**config.mk**
```make
export PLATFORM = sky130hd
export DESIGN_NAME = fp_compare_pipe
export DESIGN_NICKNAME = d
export VERILOG_FILES = /design/src/rtl/fp_compare_pipe.sv
export SDC_FILE = /design/constraint.sdc
export NUM_CORES = 1
export LEC_CHECK = 0
export CAP_MARGIN = 0
export CELL_PAD_IN_SITES_DETAIL_PLACEMENT = 1
export CELL_PAD_IN_SITES_GLOBAL_PLACEMENT = 2
export CORE_MARGIN = 1.5
export CORE_UTILIZATION = 32
export CTS_CLUSTER_SIZE = 10
export DETAILED_ROUTE_END_ITERATION = 6
export GPL_TIMING_DRIVEN = 0
export PLACE_DENSITY = 0.89
export SLEW_MARGIN = 10
export SYNTH_ARGS = -nofsm -noshare
export SYNTH_HDL_FRONTEND = slang
export SYNTH_SLANG_ARGS = --single-unit
```
**constraint.sdc**
```tcl
create_clock -name clk -period 6.2 [get_ports clk]
set_input_delay 1.24 -clock clk [delete_from_list [all_inputs] [get_ports clk]]
set_output_delay 1.24 -clock clk [all_outputs]
set_load 0.01 [all_outputs]
```
**src/rtl/fp_compare_pipe.sv**
```systemverilog
// fp_compare_pipe: pipelined IEEE 754 SP/DP compare/min/max with valid/ready and sticky NV flag
module fp_compare_pipe #(
  parameter int PIPE_DEPTH = 2,
  parameter int TAG_W = 5
) (
  input  logic             clk,
  input  logic             rst_n,
  input  logic             in_valid,
  output logic             in_ready,
  input  logic [2:0]       in_op,
  input  logic             in_dp,
  input  logic [63:0]      in_a,
  input  logic [63:0]      in_b,
  input  logic [TAG_W-1:0] in_tag,
  output logic             out_valid,
  input  logic             out_ready,
  output logic [63:0]      out_result,
  output logic             out_lt,
  output logic             out_eq,
  output logic             out_gt,
  output logic             out_unord,
  output logic             out_invalid,
  output logic [TAG_W-1:0] out_tag,
  output logic             sticky_invalid,
  input  logic             flags_clr
);
  localparam int PW = 64 + 5 + TAG_W;
  logic en;
  logic [62:0] mag_a, mag_b;
  logic sa, sb, nan_a, nan_b, snan_a, snan_b, zero_a, zero_b, mag_lt, mag_eq;
  logic lt, eq, gt, unord, both_zero, a_lt_b_z, b_lt_a_z, bool_r, invalid;
  logic [63:0] mm_raw, mm_boxed, result;
  logic [PW-1:0] payload;
  logic [PW-1:0] stage_d [PIPE_DEPTH];
  logic [PIPE_DEPTH-1:0] stage_v;
  assign en = !out_valid || out_ready;
  assign in_ready = en;
  // Operand decode and relation; sign is stripped so denormals order by raw bits
  always_comb begin
    mag_a = in_dp ? in_a[62:0] : {32'b0, in_a[30:0]};
    mag_b = in_dp ? in_b[62:0] : {32'b0, in_b[30:0]};
    sa = in_dp ? in_a[63] : in_a[31];
    sb = in_dp ? in_b[63] : in_b[31];
    nan_a = (in_dp ? &in_a[62:52] : &in_a[30:23]) && (in_dp ? |in_a[51:0] : |in_a[22:0]);
    nan_b = (in_dp ? &in_b[62:52] : &in_b[30:23]) && (in_dp ? |in_b[51:0] : |in_b[22:0]);
    snan_a = nan_a && !(in_dp ? in_a[51] : in_a[22]);
    snan_b = nan_b && !(in_dp ? in_b[51] : in_b[22]);
    zero_a = ~|mag_a;
    zero_b = ~|mag_b;
    both_zero = zero_a && zero_b;
    mag_lt = mag_a < mag_b;
    mag_eq = mag_a == mag_b;
    unord = nan_a || nan_b;
    eq = !unord && (both_zero || (sa == sb && mag_eq));
    lt = !unord && !eq && ((sa != sb) ? sa : (sa ? !mag_lt : mag_lt));
    gt = !unord && !eq && !lt;
    a_lt_b_z = lt || (both_zero && sa && !sb);
    b_lt_a_z = gt || (both_zero && sb && !sa);
    bool_r = (in_op == 3'd0) ? eq : (in_op == 3'd1) ? lt : (lt || eq);
    invalid = (in_op == 3'd1 || in_op == 3'd2) ? unord : (in_op <= 3'd5) ? (snan_a || snan_b) : 1'b0;
  end
  // Min/max selection with NaN propagation, NaN-boxing for SP, and op mux
  always_comb begin
    mm_raw = (nan_a && nan_b) ? (in_dp ? 64'h7FF8000000000000 : 64'h000000007FC00000) :
             nan_a ? in_b : nan_b ? in_a :
             (in_op == 3'd4) ? (a_lt_b_z ? in_b : in_a) : (b_lt_a_z ? in_b : in_a);
    mm_boxed = in_dp ? mm_raw : {32'hFFFFFFFF, mm_raw[31:0]};
    result = (in_op == 3'd3 || in_op == 3'd4) ? mm_boxed : (in_op <= 3'd2) ? {63'b0, bool_r} : 64'b0;
    payload = {result, lt, eq, gt, unord, invalid, in_tag};
  end
  // Shift register of stages under the global enable; bubbles carry all-zero payloads
  always_ff @(posedge clk or negedge rst_n) begin
    if (!rst_n) begin
      stage_v <= '0;
      for (int i = 0; i < PIPE_DEPTH; i++) stage_d[i] <= '0;
    end else if (en) begin
      stage_v[0] <= in_valid;
      stage_d[0] <= in_valid ? payload : '0;
      for (int i = 1; i < PIPE_DEPTH; i++) begin
        stage_v[i] <= stage_v[i-1];
        stage_d[i] <= stage_d[i-1];
      end
    end
  end
  assign out_valid = stage_v[PIPE_DEPTH-1];
  assign {out_result, out_lt, out_eq, out_gt, out_unord, out_invalid, out_tag} = stage_d[PIPE_DEPTH-1];
  // Sticky NV: a transfer of an invalid result wins over a same-cycle clear
  always_ff @(posedge clk or negedge rst_n) begin
    if (!rst_n) sticky_invalid <= 1'b0;
    else sticky_invalid <= (flags_clr ? 1'b0 : sticky_invalid) | (out_valid && out_ready && out_invalid);
  end
endmodule

```
==> results.yml <==
timing:
  slew_headroom_pct: 42.47
  finalSetupViolCount: 0
  period_needed_ns: 5.795
  finClkSkew_ns: 0.01005
  maxSlewViolCount: 0
  layout_setup_ws_ns: 0.4054
  hold_viol_final: 0
  whs_ns: 0.4665
  rsz0062_at_grt: "false"
  worst_pin_slew_ns: 0.8630
  max_freq_mhz: 172.6
  finalSetupTns_ns: 0
  finalCritPeriodShare_pct: 93.46
route:
  vias_per_cell: 5.351
  drt_iter0_markers: 721
  post-route-drc-count: 0
  avgRoutedWirePerCell_um: 20.59
  drtPass1Iterations: 5
  drtAntennaViolNets: 0
  routed_wirelength_mm: 38.56
  vias: 10022
cells_and_area:
  syn_to_final_growth_pct: 34.10
  stdcell_area_mm2: 0.01327
  drive_gt1_share_pct: 9.202
  fin_cells: 1873
  final_nets: 1659
  utilization_pct: 43.49
placement:
  portBuffers: 217
  place_inst: 1827
  dp_slack_ns: -0.5083
  postPlaceCellArea_mm2: 0.01259
  dp_hpwl_mm: 30.38
  place.gp.congestion: 0.9405
floorplanning:
  die-area_mm2: 0.03198
  io_pins: 219
  row_count: 64
  initial_core_util_pct: 32.43
  core_area_mm2: 0.03051
  die_y_um: 178.8
  die_w_um: 178.8
setup_path:
  slowest_delay_ns: 0.63
  path_buf_inv: 6
  path_delay_family: "buffers and inverters"
  slowest_stage: "clkdlybuf4s50_1"
  reg2reg_slack_ns: 2.57
  cp-end-kind: "flip-flop"
  cp-start-kind: "primary input"
  crit_required_ns: 6.54
  crit_path_max_fanout: 19
  critical_path_arrival_ns: 6.13
  path_class: "primary input to flip-flop"
  worstPathCellList: "clkdlybuf4s50_1, buf_2, clkbuf_2, nand2_1, ha_1, nand4_1, nor4_2, nand2_1, or4b_1, clkbuf_1, a211o_1, a31oi_1, buf_2, buf_4, o2111ai_1, o211ai_1"
flow_run:
  max_cap_viol_count: 0
status:
  status: "finished clean"
worst_hold_path:
  worstHoldPathType: "flip-flop to flip-flop"
yosys:
  synth_area_per_cell_um2: 8.157
  synth_cell_type_count: 56
  ys_seq_elements: 151
  syn_inst: 1213
  synthArstFlopShare_pct: 100.0
  seq_area_frac_synth_pct: 38.19
  synth_edf_count: 0
  synthesis.area_mm2: 0.009894
  syn-num-nets: 1418
  synth_ff_type: "dfrtp_1"
  yosysWarnings: 0
clock_tree:
  clk_latency_ns: 0.43
  cts_tree: "done"
  cts-root-buf: "clkbuf_16"
  h-tree-depth: 4
  cts_num_sinks: 151
  cts_buffer_depth: 2
  clk_pin_slew_ns: 0.07
  cts_made_buffers: 17
power_and_ir_drop:
  total_power_mw: 3.044
  p_leak_nw: 5.815
  ir_drop_v: 0.0001454
  p_per_area_mw_per_mm2: 229.4
global_route:
  antenna_found_initial: 8
  track_usage_pct: 24.50
  grt_overflow_total: 0
  grt_pass1_wl_mm: 59.63
  grt_pass1_vias: 10360
  grt_max_degree: 105
-- cell families after synthesis --
group | Yosys count | share of synthesized area, %
fa+ha+maj | 63 | 7.967
compound gates | 257 | 18.20
mux | 5 | 0.5311
simple gates | 550 | 24.68
flops | 151 | 38.19
buf+inv | 187 | 10.43
-- tightest hold or removal path, delay by kind of cell (launching register included) --
family / cells / cell delay (ns)
and+or+nand+nor: 2 / 0.09
DFF: 1 / 0.34
-- cell type report --
type / count / area (um2)
sequential: 151 / 3779
tap: 396 / 495.5
clock buffer: 18 / 429.2
inverter: 39 / 146.4
multi-input combinational: 875 / 5089
clock inverter: 14 / 165.2
buffer: 147 / 885.9
fill: 3677 / 17240
antenna: 10 / 25.02
timing repair buffer: 223 / 2255
-- sequential cells by signal, indices dropped and copies added (netlist names), 2 cells and up --
register	count
stage_v	2
out_tag	5
stage_d	74
out_result	64
-- power by group --
part	internal, mW	leakage (nW)	switching (mW)
clock	0.606	0.278	0.480
sequential	1.08	2.05	0.0564
combinational	0.380	3.49	0.444
total	2.06	5.81	0.980
-- cell usage in the layout (no fill, tap or decap), types with 17 or more instances in the layout --
cell type | Yosys | final
and2_1 | 33 | 33
o21ai_0 | 18 | 18
nor4_1 | 33 | 33
clkdlybuf4s50_1 | 0 | 216
nand4_1 | 30 | 30
o2111ai_1 | 63 | 63
o211ai_1 | 65 | 65
inv_1 | 39 | 39
dfrtp_1 | 151 | 151
clkbuf_1 | 63 | 60
nand2_1 | 388 | 388
buf_4 | 75 | 79
a21oi_1 | 79 | 79
clkbuf_16 | 0 | 17
ha_1 | 63 | 63
-- cells in the mapped netlist, drive strengths merged, types with 3 or more instances --
master	instances	area (um2)
a211oi	4	30.03
a21o	3	22.52
a21oi	79	395.4
a311oi	3	26.28
a31oi	3	18.77
and2	34	212.7
buf	85	649.4
clkbuf	63	236.5
dfrtp	151	3779
ha	63	788.3
inv	39	146.4
mux2i	3	30.03
nand2	388	1456
nand3	14	70.07
nand4	30	187.7
nor2	15	56.30
nor2b	4	25.02
nor3	13	65.06
nor4	36	244.0
o2111ai	63	551.8
o211ai	65	488.0
o21ai	18	90.09
-- path summary, 6_finish.rpt --
kind | startpoint | cells after the start | to
max reg2reg | stage_v[1] | 10 | stage_d[85]
min | out_tag[0] | 2 | out_tag[0]
min in group asynchronous | rst_n | 1 | out_result[46]
max in group asynchronous | rst_n | 2 | out_result[27]
min reg2reg | out_tag[0] | 2 | out_tag[0]
max | in_dp | 16 | stage_d[85]
-- metal layers --
metal  vias to the layer above  share of wire (%)  track usage (%)
met2                       321                 48            40.28
li1                       4733                  -                -
met5                         -                  0                0
met1                      4899                 44            32.45
met4                         0                3.4            9.896
met3                        69                4.6            3.181
-- timing repair --
| action | CTS | global route |
|---|---|---|
| gates resized for setup | 0 | 7 |
| endpoints found under the hold margin | 0 | 0 |
| hold buffers | 0 | 0 |
| setup endpoints to repair | 10 | 64 |
| buffers inserted | 3 | 2 |
| cloned | 0 | 0 |
Power figures use the tool's default switching activity.
